==> config.mk <==
export PLATFORM = sky130hd
export DESIGN_NAME = tx_framer
export DESIGN_NICKNAME = d
export VERILOG_FILES = /design/src/rtl/tx_framer_pkg.sv /design/src/rtl/dibit_serializer.sv /design/src/rtl/tx_framer.sv
export SDC_FILE = /design/constraint.sdc
export NUM_CORES = 1
export LEC_CHECK = 0
export CAP_MARGIN = 30
export CORE_ASPECT_RATIO = 1.5
export CORE_UTILIZATION = 49
export DETAILED_ROUTE_END_ITERATION = 10
export HOLD_SLACK_MARGIN = 0.15
export PLACE_DENSITY = 0.72
export SYNTH_ARGS = -nofsm -noshare
export SYNTH_HDL_FRONTEND = slang
export SYNTH_HIERARCHICAL = 1
export SYNTH_SLANG_ARGS = --single-unit
export TNS_END_PERCENT = 20
==> constraint.sdc <==
create_clock -name clk -period 2.1 [get_ports clk]
set_input_delay 0.42 -clock clk [delete_from_list [all_inputs] [get_ports clk]]
set_output_delay 0.42 -clock clk [all_outputs]
set_load 0.02 [all_outputs]
==> src/rtl/tx_framer_pkg.sv <==
// Shared types and defaults for the QPSK TX framer.
// Frame order: preamble, 32-bit sync word, payload, inter-frame gap.
package tx_framer_pkg;

    typedef enum logic [2:0] {
        StIdle,
        StPreamble,
        StSync,
        StPayload,
        StGap
    } state_e;

    localparam logic [7:0]  PREAMBLE_BYTE_DEF = 8'hCC;
    localparam logic [31:0] SYNC_WORD_DEF     = 32'h1ACFFC1D;

    // Byte idx of the sync word, MSB byte first.
    function automatic logic [7:0] sync_byte(input logic [31:0] word, input logic [1:0] idx);
        logic [7:0] b;
        unique case (idx)
            2'd0:    b = word[31:24];
            2'd1:    b = word[23:16];
            2'd2:    b = word[15:8];
            default: b = word[7:0];
        endcase
        return b;
    endfunction

endpackage

==> src/rtl/dibit_serializer.sv <==
// Byte-to-dibit shifter: holds one byte and presents its dibits MSB-first.
// A load overrides a shift in the same cycle, giving back-to-back bytes without a bubble.
module dibit_serializer (
    input  logic       clk,
    input  logic       rst,
    input  logic       load,
    input  logic [7:0] load_data,
    input  logic       shift,
    output logic [1:0] dibit,
    output logic       loaded,
    output logic       last_dibit
);

    logic [7:0] sr_q, sr_d;
    logic       loaded_q, loaded_d;
    logic [1:0] dcnt_q, dcnt_d;

    always_ff @(posedge clk) begin
        if (rst) begin
            sr_q     <= 8'h00;
            loaded_q <= 1'b0;
            dcnt_q   <= 2'd0;
        end else begin
            sr_q     <= sr_d;
            loaded_q <= loaded_d;
            dcnt_q   <= dcnt_d;
        end
    end

    always_comb begin
        sr_d     = sr_q;
        loaded_d = loaded_q;
        dcnt_d   = dcnt_q;
        if (load) begin
            sr_d     = load_data;
            loaded_d = 1'b1;
            dcnt_d   = 2'd0;
        end else if (shift) begin
            sr_d   = {sr_q[5:0], 2'b00};
            dcnt_d = dcnt_q + 2'd1;
            if (dcnt_q == 2'd3) begin
                loaded_d = 1'b0;
            end
        end
    end

    assign dibit      = sr_q[7:6];
    assign loaded     = loaded_q;
    assign last_dibit = (dcnt_q == 2'd3);

endmodule

==> src/rtl/tx_framer.sv <==
// Frames an AXI-Stream byte payload into QPSK dibits for TX_path_top:
// preamble, sync word, payload MSB-first, then an idle gap.
module tx_framer
    import tx_framer_pkg::*;
#(
    parameter int unsigned PREAMBLE_LEN  = 4,
    parameter logic [7:0]  PREAMBLE_BYTE = PREAMBLE_BYTE_DEF,
    parameter logic [31:0] SYNC_WORD     = SYNC_WORD_DEF,
    parameter int unsigned GAP_CYCLES    = 8
) (
    input  logic        clk,
    input  logic        rst,
    input  logic [7:0]  in_data,
    input  logic        in_valid,
    input  logic        in_last,
    output logic        in_ready,
    output logic        out_i,
    output logic        out_q,
    output logic        out_valid,
    input  logic        out_ready,
    output logic        busy,
    output logic        underrun,
    output logic [15:0] frame_cnt
);

    localparam logic [3:0] PreLast = 4'(PREAMBLE_LEN - 1);
    localparam logic [7:0] GapLast = 8'(GAP_CYCLES - 1);

    state_e      state_q, state_d;
    logic [3:0]  byte_cnt_q, byte_cnt_d;
    logic [7:0]  gap_cnt_q, gap_cnt_d;
    logic        last_held_q, last_held_d;
    logic        first_q, first_d;
    logic        stall_q, stall_d;
    logic [15:0] frame_cnt_q, frame_cnt_d;

    logic       ser_load;
    logic [7:0] ser_data;
    logic [1:0] dibit;
    logic       loaded;
    logic       last_dibit;
    logic       hs;
    logic       end_byte;
    logic       accept;
    logic       underrun_cond;

    dibit_serializer u_ser (
        .clk        (clk),
        .rst        (rst),
        .load       (ser_load),
        .load_data  (ser_data),
        .shift      (hs),
        .dibit      (dibit),
        .loaded     (loaded),
        .last_dibit (last_dibit)
    );

    always_ff @(posedge clk) begin
        if (rst) begin
            state_q     <= StIdle;
            byte_cnt_q  <= 4'd0;
            gap_cnt_q   <= 8'd0;
            last_held_q <= 1'b0;
            first_q     <= 1'b0;
            stall_q     <= 1'b0;
            frame_cnt_q <= 16'd0;
        end else begin
            state_q     <= state_d;
            byte_cnt_q  <= byte_cnt_d;
            gap_cnt_q   <= gap_cnt_d;
            last_held_q <= last_held_d;
            first_q     <= first_d;
            stall_q     <= stall_d;
            frame_cnt_q <= frame_cnt_d;
        end
    end

    always_comb begin
        state_d     = state_q;
        byte_cnt_d  = byte_cnt_q;
        gap_cnt_d   = gap_cnt_q;
        last_held_d = last_held_q;
        first_d     = first_q;
        frame_cnt_d = frame_cnt_q;
        stall_d     = underrun_cond;
        ser_load    = 1'b0;
        ser_data    = in_data;
        unique case (state_q)
            StIdle: begin
                if (in_valid) begin
                    ser_load   = 1'b1;
                    ser_data   = PREAMBLE_BYTE;
                    byte_cnt_d = 4'd0;
                    state_d    = StPreamble;
                end
            end
            StPreamble: begin
                if (end_byte) begin
                    ser_load = 1'b1;
                    if (byte_cnt_q == PreLast) begin
                        ser_data   = sync_byte(SYNC_WORD, 2'd0);
                        byte_cnt_d = 4'd0;
                        state_d    = StSync;
                    end else begin
                        ser_data   = PREAMBLE_BYTE;
                        byte_cnt_d = byte_cnt_q + 4'd1;
                    end
                end
            end
            StSync: begin
                if (end_byte) begin
                    if (byte_cnt_q == 4'd3) begin
                        state_d     = StPayload;
                        first_d     = 1'b1;
                        last_held_d = 1'b0;
                        if (accept) begin
                            ser_load    = 1'b1;
                            first_d     = 1'b0;
                            last_held_d = in_last;
                        end
                    end else begin
                        ser_load   = 1'b1;
                        ser_data   = sync_byte(SYNC_WORD, byte_cnt_q[1:0] + 2'd1);
                        byte_cnt_d = byte_cnt_q + 4'd1;
                    end
                end
            end
            StPayload: begin
                if (end_byte && last_held_q) begin
                    frame_cnt_d = frame_cnt_q + 16'd1;
                    gap_cnt_d   = 8'd0;
                    state_d     = (GAP_CYCLES == 0) ? StIdle : StGap;
                end else if (accept) begin
                    ser_load    = 1'b1;
                    first_d     = 1'b0;
                    last_held_d = in_last;
                end
            end
            StGap: begin
                if (gap_cnt_q == GapLast) begin
                    state_d = StIdle;
                end else begin
                    gap_cnt_d = gap_cnt_q + 8'd1;
                end
            end
            default: state_d = StIdle;
        endcase
    end

    always_comb begin
        out_valid = 1'b0;
        in_ready  = 1'b0;
        unique case (state_q)
            StPreamble: out_valid = loaded;
            // First payload byte is taken on the final sync dibit so the boundary has no bubble.
            StSync: begin
                out_valid = loaded;
                in_ready  = loaded && last_dibit && out_ready && (byte_cnt_q == 4'd3);
            end
            StPayload: begin
                out_valid = loaded;
                in_ready  = (!loaded || (last_dibit && out_ready)) && !last_held_q;
            end
            default: ;
        endcase
        hs            = out_valid && out_ready;
        end_byte      = hs && last_dibit;
        accept        = in_valid && in_ready;
        // Before the first payload byte an empty serializer is not a starvation event.
        underrun_cond = (state_q == StPayload) && in_ready && !in_valid && !loaded && !first_q;
        underrun      = underrun_cond && !stall_q;
        busy          = (state_q != StIdle);
    end

    assign out_i     = dibit[1];
    assign out_q     = dibit[0];
    assign frame_cnt = frame_cnt_q;

endmodule
==> reports/metrics.cfg, run 1 <==
[outcome]
outcome = finished, final reports clean

[synthesis]
synth.area.top_cells = dfxtp_1 (35%), a21oi_1 (4.5%), xor2_1 (3.8%), nor2_1 (3.7%), ha_1 (2.9%)
synth_area_per_cell_um2 = 8.558
syn-num-nets = 319
synth_edf_count = 0
ys_ff_latch = 45
synth_top_cell_area_share_pct = 35.09
synth_ff_type = dfxtp_1
async_reset_ff_share_pct = 0
netlist-cell-type-count = 60
synthCells = 300
yosys.area.top_type = dfxtp_1
syn_area_um2 = 2567
yosysSeqAreaShare_pct = 35.09
yosysWarnings = 6

[power]
ir_worst_vdd_v = 0.0004857
fin_total_pwr_w = 0.001620
p_per_area_nw_per_um2 = 487.3
leakage_nw = 1.259

[floorplanning]
dieArea_um2 = 5539
ioPinCount = 35
die_height_um = 90.66
initial_core_util_pct = 52.12
die_x_um = 61.10
core_area_um2 = 4926
placementRows = 31

[global_routing]
overflow = 0
grt_max_degree = 17
antenna_found_initial = 0
grt_pass1_wl_mm = 10.43
grt_pass1_vias = 2429
grt_usage_pct = 24.24

[clock_tree]
clk_pin_slew_ns = 0.10
cts_tree = built
clock_latency_ns = 0.31
htree_levels = 2
holdBufCountCts = 0
clockBufferDepth = 2
clockRootBuffer = clkbuf_8
cts.sinks = 45
cts_buffers = 5
cts_setup_buffers = 0

[setup_path]
r2r_start = u_ser/dcnt_q[0]
reg2reg_depth = 8
rr_endpoint = u_ser/sr_q[0]
cp.buffers_inverters = 2
slowest_delay_ns = 0.54
crit_path_end_kind = register
cp_max_fo = 7
worstPathCellList = clkdlybuf4s50_1 > buf_4 > nand4_2 > or4_4 > or4_1 > nand2_1
cp_top_family = simple AND/OR/NAND/NOR gates
slowest_stage = or4_4
crit_required_ns = 2.36
crit_arrival_ns = 2.29
critPathLaunchType = input pin
ff2ff_setup_slack_ns = 0.09
path_class = in2reg

[run]
maxCapViolCount = 0

[sta]
worst_slew_pin_slew_ns = 0.4767
slew_headroom_pct = 68.08
grt_setup_unrepaired = true
skew_ns = 0.01138
min_period_ns = 2.025
fmax_ghz = 0.4938
maxSlewViolCount = 0
hold_viol_final = 0
setup_viol = 0
finalCritPeriodShare_pct = 96.43

[finish]
diodes = 0
layout_commonest_cell = dfxtp_1
finish.utilization_pct = 67.49
layout_common_cells = dfxtp_1 (42), buf_4 (41), clkdlybuf4s50_1 (30), nor2_1 (25), a21oi_1 (23)
drive_gt1_share_pct = 20.55
final_nets = 383
synthToLayoutAreaGrowth_pct = 29.48

[route]
wl_per_cell_um = 14.36
drcViolationCount = 0
via_count = 2396
ant_nets = 0
drt_iter0_markers = 70
drt-total-wl_mm = 6.191
drt_first_pass_iters = 4
avgViaCountPerCell = 5.559

[placement]
hpwl_mm = 4.733
io_buffer_count = 34
gp_congestion = 0.8698

[min_path]
hold_start = frame_cnt[10]
min_path_cells = 2
hold_path_end = frame_cnt[10]
hold_path_class = reg2reg

[power by group]
group	switching [W]	internal [W]	leakage [nW]
combinational	0.0000853	0.0000882	0.848
clock	0.000325	0.000243	0.0452
sequential	0.0000107	0.000868	0.366
[cells by family after synthesis]
logic type,synth area share [%]
adders and majority gates,2.924
muxes,3.606
and+or+nand+nor,29.63
buffers and inverters,5.019
AOI/OAI and AO/OA,17.93
DFF,35.09
xor gates and xnor gates,5.799
[layer usage]
layer / up-vias / GRT usage, % / wire [um] / share of wire (%)
li1: 1219 / - / - / -
met1: 1112 / 27.45 / 2679 / 43
met2: 50 / 42.66 / 3109 / 50
met3: 15 / 4.011 / 214 / 3.5
met4: 0 / 9.848 / 188 / 3.0
met5: - / 0 / 0 / 0
[state kept, by name, summed over array words and instances (netlist names), 2 cells and up]
name	count
byte_cnt_q	4
frame_cnt	16
gap_cnt_q	8
state_q	3
u_ser/dcnt_q	2
u_ser/sr_q	8
[per-stage QoR]
step                TNS [ns]  worst slack, ns  hold WS (ns)  instances  cell area (um2)
CTS                        0         0.001659        0.5169        431             3309
floorplan                  0          0.04582        0.4561        300             2596
detailed placement    -3.716          -0.3870        0.5063        423             3221
global placement      -3.043          -0.3911        0.4762        423             3221
global route        -0.03752         -0.01765        0.5251        431             3324
finish                     0          0.07494        0.5223        431             3324
[cells in the mapped netlist, drive strengths merged (5+ instances only)]
master	number
ha	6
nand3	13
inv	8
nand2	15
nand2b	8
nand4	8
dfxtp	45
o211ai	5
o21ai	14
a21oi	23
and4	6
xnor2	6
mux2i	7
a211oi	7
nor2b	8
clkbuf	7
a21o	6
and2	7
buf	10
and3	8
nor2	25
or3	5
xor2	11
[what timing repair did]
item,CTS,global route
setup endpoints to repair,4,12
pin swaps,0,2
gates resized for setup,10,8
[final cells by class]
cell class	count	area [um2]
Sequential cell	45	904.6
Fill cell	439	1602
Inverter	8	30.03
Tap cell	66	82.58
Timing Repair Buffer	74	630.6
Clock buffer	5	68.82
Multi-Input combinational cell	230	1583
Clock inverter	3	25.02
[worst register-to-register path, delay by kind of cell (launching register included)]
kind / cells / cell delay [ns]
simple gates: 4 / 0.93
flops: 1 / 0.34
buf+inv: 1 / 0.15
compound gates: 2 / 0.29
fa+ha+maj: 1 / 0.24
[worst max-delay path by stage]
stage / start / depth (start not counted) / end
global placement: out_ready / 4 / in_ready
detailed placement: out_ready / 4 / in_ready
finish: out_ready / 6 / frame_cnt[14]
global route: u_ser/dcnt_q[0] / 8 / u_ser/sr_q[0]
floorplan: byte_cnt_q[0] / 8 / u_ser/sr_q[2]
CTS: in_valid / 5 / underrun
Note: power is estimated with default switching activity, not from simulation.
==> run 2: changes to the inputs <==
--- a/config.mk
+++ b/config.mk
@@ -5,7 +5,6 @@
 export SDC_FILE = /design/constraint.sdc
 export NUM_CORES = 1
 export LEC_CHECK = 0
-export CAP_MARGIN = 30
 export CORE_ASPECT_RATIO = 1.5
 export CORE_UTILIZATION = 49
 export DETAILED_ROUTE_END_ITERATION = 10
==> results of run 2 <==
Final layout, timing and power as in run 1 (identical DEF).
==> run 3: changes to the inputs <==
--- a/config.mk
+++ b/config.mk
@@ -9,9 +9,8 @@
 export CORE_UTILIZATION = 49
 export DETAILED_ROUTE_END_ITERATION = 10
 export HOLD_SLACK_MARGIN = 0.15
-export PLACE_DENSITY = 0.72
+export PLACE_DENSITY = 0.73
 export SYNTH_ARGS = -nofsm -noshare
 export SYNTH_HDL_FRONTEND = slang
-export SYNTH_HIERARCHICAL = 1
 export SYNTH_SLANG_ARGS = --single-unit
 export TNS_END_PERCENT = 20
==> reports/metrics.cfg, run 3 <==
[setup_path]
crit_path_end_kind = output port
critPathLaunchType = register
slowest_stage = or3b_4
r2r_start = byte_cnt_q[1]
crit_required_ns = 1.68  ; -0.68 ns
crit_arrival_ns = 1.78  ; -0.51 ns
path_class = reg2out
rr_endpoint = u_ser.sr_q[1]
reg2reg_depth = 7  ; -1
ff2ff_setup_slack_ns = 0.06  ; -0.03 ns
worstPathCellList = ha_4 > or3b_4 > o32a_1 > a21oi_2 > buf_6
cp_max_fo = 2  ; -5
slowest_delay_ns = 0.38  ; -0.16 ns

[floorplanning]
core_area_um2 = 4887  ; -0.79%
die_height_um = 89.61  ; -1.2%
initial_core_util_pct = 51.31  ; -0.82 points
die_x_um = 60.41  ; -1.1%
ioPinCount = 35  ; unchanged
dieArea_um2 = 5413  ; -2.3%
placementRows = 31  ; unchanged

[clock_tree]
clockRootBuffer = clkbuf_8
cts_tree = built
cts_buffers = 5  ; unchanged
clk_pin_slew_ns = 0.08  ; -0.02 ns
clockBufferDepth = 2  ; unchanged
htree_levels = 2  ; unchanged
clock_latency_ns = 0.30  ; about the same
cts.sinks = 45  ; unchanged
holdBufCountCts = 0  ; unchanged

[power]
fin_total_pwr_w = 0.002298  ; +42%
ir_worst_vdd_v = 0.0004398  ; -9.5%
p_per_area_nw_per_um2 = 688.8  ; +41%
leakage_nw = 1.310  ; +4.0%

[route]
drt_iter0_markers = 100  ; +43%
drt-total-wl_mm = 6.303  ; +1.8%
ant_nets = 0  ; unchanged
via_count = 2443  ; +2.0%
drcViolationCount = 0  ; unchanged
avgViaCountPerCell = 5.642  ; +1.5%
drt_first_pass_iters = 4  ; unchanged
wl_per_cell_um = 14.56  ; +1.3%

[synthesis]
synth.area.top_cells = dfxtp_1 (36%), nor2_1 (5.2%), ha_1 (4.0%), xor2_1 (3.8%), mux2i_1 (3.6%)
synth_top_cell_area_share_pct = 35.93  ; +0.84 points
synth_most_common_cell = dfxtp_1
synth_ff_type = dfxtp_1
synthXorXnorAreaFrac_pct = 6.287  ; +0.49 points
synth_simple_gate_area_share_pct = 27.84  ; -1.8 points
synth_edf_count = 0  ; unchanged
syn-num-nets = 320  ; +0.31%
synth_mux_area_share_pct = 4.940  ; +1.3 points
synthAdderAreaFrac_pct = 3.992  ; +1.1 points
ys_top_cells_by_count = dfxtp_1 (45), nor2_1 (35), nand2_1 (22)
netlist-cell-type-count = 49  ; -18%
synth_top_family_by_area = simple AND/OR/NAND/NOR gates
ys_ff_latch = 45  ; unchanged
synth-compound-area-share_pct = 17.42  ; -0.52 points
yosysSeqAreaShare_pct = 35.93  ; +0.84 points
yosysWarnings = 0  ; -6
syn_area_um2 = 2507  ; -2.3%
synth_area_per_cell_um2 = 8.386  ; -2.0%
yosys.area.top_type = dfxtp_1
async_reset_ff_share_pct = 0  ; unchanged
synthCells = 299  ; -0.33%

[outcome]
violations = setup timing
outcome = finished, violations left

[finish]
fillers = 432  ; -1.6%
final_nets = 388  ; +1.3%
seq_area_um2 = 903.4  ; -0.14%
multi_input_area_um2 = 1579  ; -0.24%
synthToLayoutAreaGrowth_pct = 33.03
layout_common_cells = dfxtp_1 (43), buf_4 (39), nor2_1 (34), clkdlybuf4s50_1 (30), nand2_1 (22)
layout_commonest_cell = dfxtp_1
diodes = 0  ; unchanged
fin_area_um2 = 3336  ; +0.34%
largest_reg_flops = 16  ; unchanged
drive_gt1_share_pct = 19.62  ; -0.93 points

[global_routing]
overflow = 0  ; unchanged
grt_pass1_wl_mm = 10.15  ; -2.6%
grt_usage_pct = 24.89  ; +0.64 points
grt_max_degree = 44  ; +27
grt_pass1_vias = 2325  ; -4.3%
antenna_found_initial = 0  ; unchanged

[sta]
hold_viol_final = 0  ; unchanged
grt_setup_unrepaired = true
worst_slew_pin_slew_ns = 0.4447  ; -0.03206 ns
fin_ws_ns = -0.1020  ; -0.1769 ns
slew_headroom_pct = 70.29  ; +2.2 points
setup_viol = 1  ; +1
tns_ns = -0.1020  ; -0.1020 ns
finalCritPeriodShare_pct = 104.9  ; +8.4 points
maxSlewViolCount = 0  ; unchanged
min_period_ns = 2.202  ; +0.1769 ns
fmax_ghz = 0.4541  ; -8.0%
skew_ns = 0.007261  ; -0.004123 ns

[min_path]
min_path_cells = 2  ; unchanged
hold_start = u_ser.sr_q[0]
hold_path_end = u_ser.sr_q[0]
hold_path_class = reg2reg

[placement]
hpwl_mm = 4.580  ; -3.2%
io_buffer_count = 34  ; unchanged
gp_congestion = 0.8776  ; +0.90%
placed_cell_area_um2 = 3179  ; -1.3%

[run]
maxCapViolCount = 0  ; unchanged

run 3: cells by family (layout without fill, tap and decap cells):
logic type      after synthesis  count (layout)
mux                          12              12
buf+inv                      22              89
xor+xnor                     18              18
flops                        45              45
compound gates               62              62
fa+ha+maj                     8               8
simple gates                132             133
run 3: worst max-delay path: cells and delay by family (launching register included):
family          cells  cell delay [ns]
flops               1             0.35
compound gates      2             0.49
fa+ha+maj           1             0.13
buf+inv             1             0.13
simple gates        1             0.38
run 3: report_power, final:
part           switching, W  leakage [nW]  internal (W)
clock network      0.000282        0.0443      0.000261
logic              0.000430         0.899      0.000373
registers         0.0000360         0.366      0.000915
run 3: stage by stage:
stage	utilization [%]	hold slack (ns)	instances	setup slack, ns
floorplan	-	0.4484	299	-0.01219
global placement	65.05	0.4580	424	-0.3662
detailed placement	65.05	0.4657	424	-0.3786
CTS	67.51	0.4769	433	-0.1029
global route	68.25	0.4923	433	-0.1645
finish	68.25	0.4732	433	-0.1020
run 3: timing repair:
action,in CTS,in global routing
buffers inserted,1,0
gates resized for setup,13,8
pin swaps,2,0
endpoints found under the setup margin,15,15
gates cloned,1,0
run 3: worst max path at each step:
| stage | from | to | slack (ns) | cells after the start |
|---|---|---|---|---|
| finish | byte_cnt_q[1] | in_ready | -0.10 | 5 |
| global route | byte_cnt_q[1] | in_ready | -0.16 | 5 |
| CTS | byte_cnt_q[1] | in_ready | -0.10 | 5 |
| detailed placement | byte_cnt_q[0] | in_ready | -0.38 | 5 |
| global placement | byte_cnt_q[0] | in_ready | -0.37 | 5 |
| floorplan | byte_cnt_q[0] | u_ser.sr_q[6] | -0.01 | 7 |
run 3: area by class of cell:
| class | count | area share [%] |
|---|---|---|
| Multi-Input combinational cell | 233 | 47.34 |
| Timing Repair Buffer | 74 | 19.62 |
| Tap cell | 66 | 2.476 |
| Inverter | 8 | 0.9002 |
| Clock buffer | 7 | 2.588 |
| Sequential cell | 45 | 27.08 |
run 3: routing by layer:
layer / share of wire (%) / routed length (um) / global-route usage, % / up-vias
met1: 39 / 2470 / 26.57 / 1138
met3: 3.6 / 228 / 4.155 / 16
met5: 0 / 0 / 0 / -
li1: - / - / - / 1219
met2: 54 / 3429 / 46.05 / 70
met4: 2.8 / 175 / 11.84 / 0
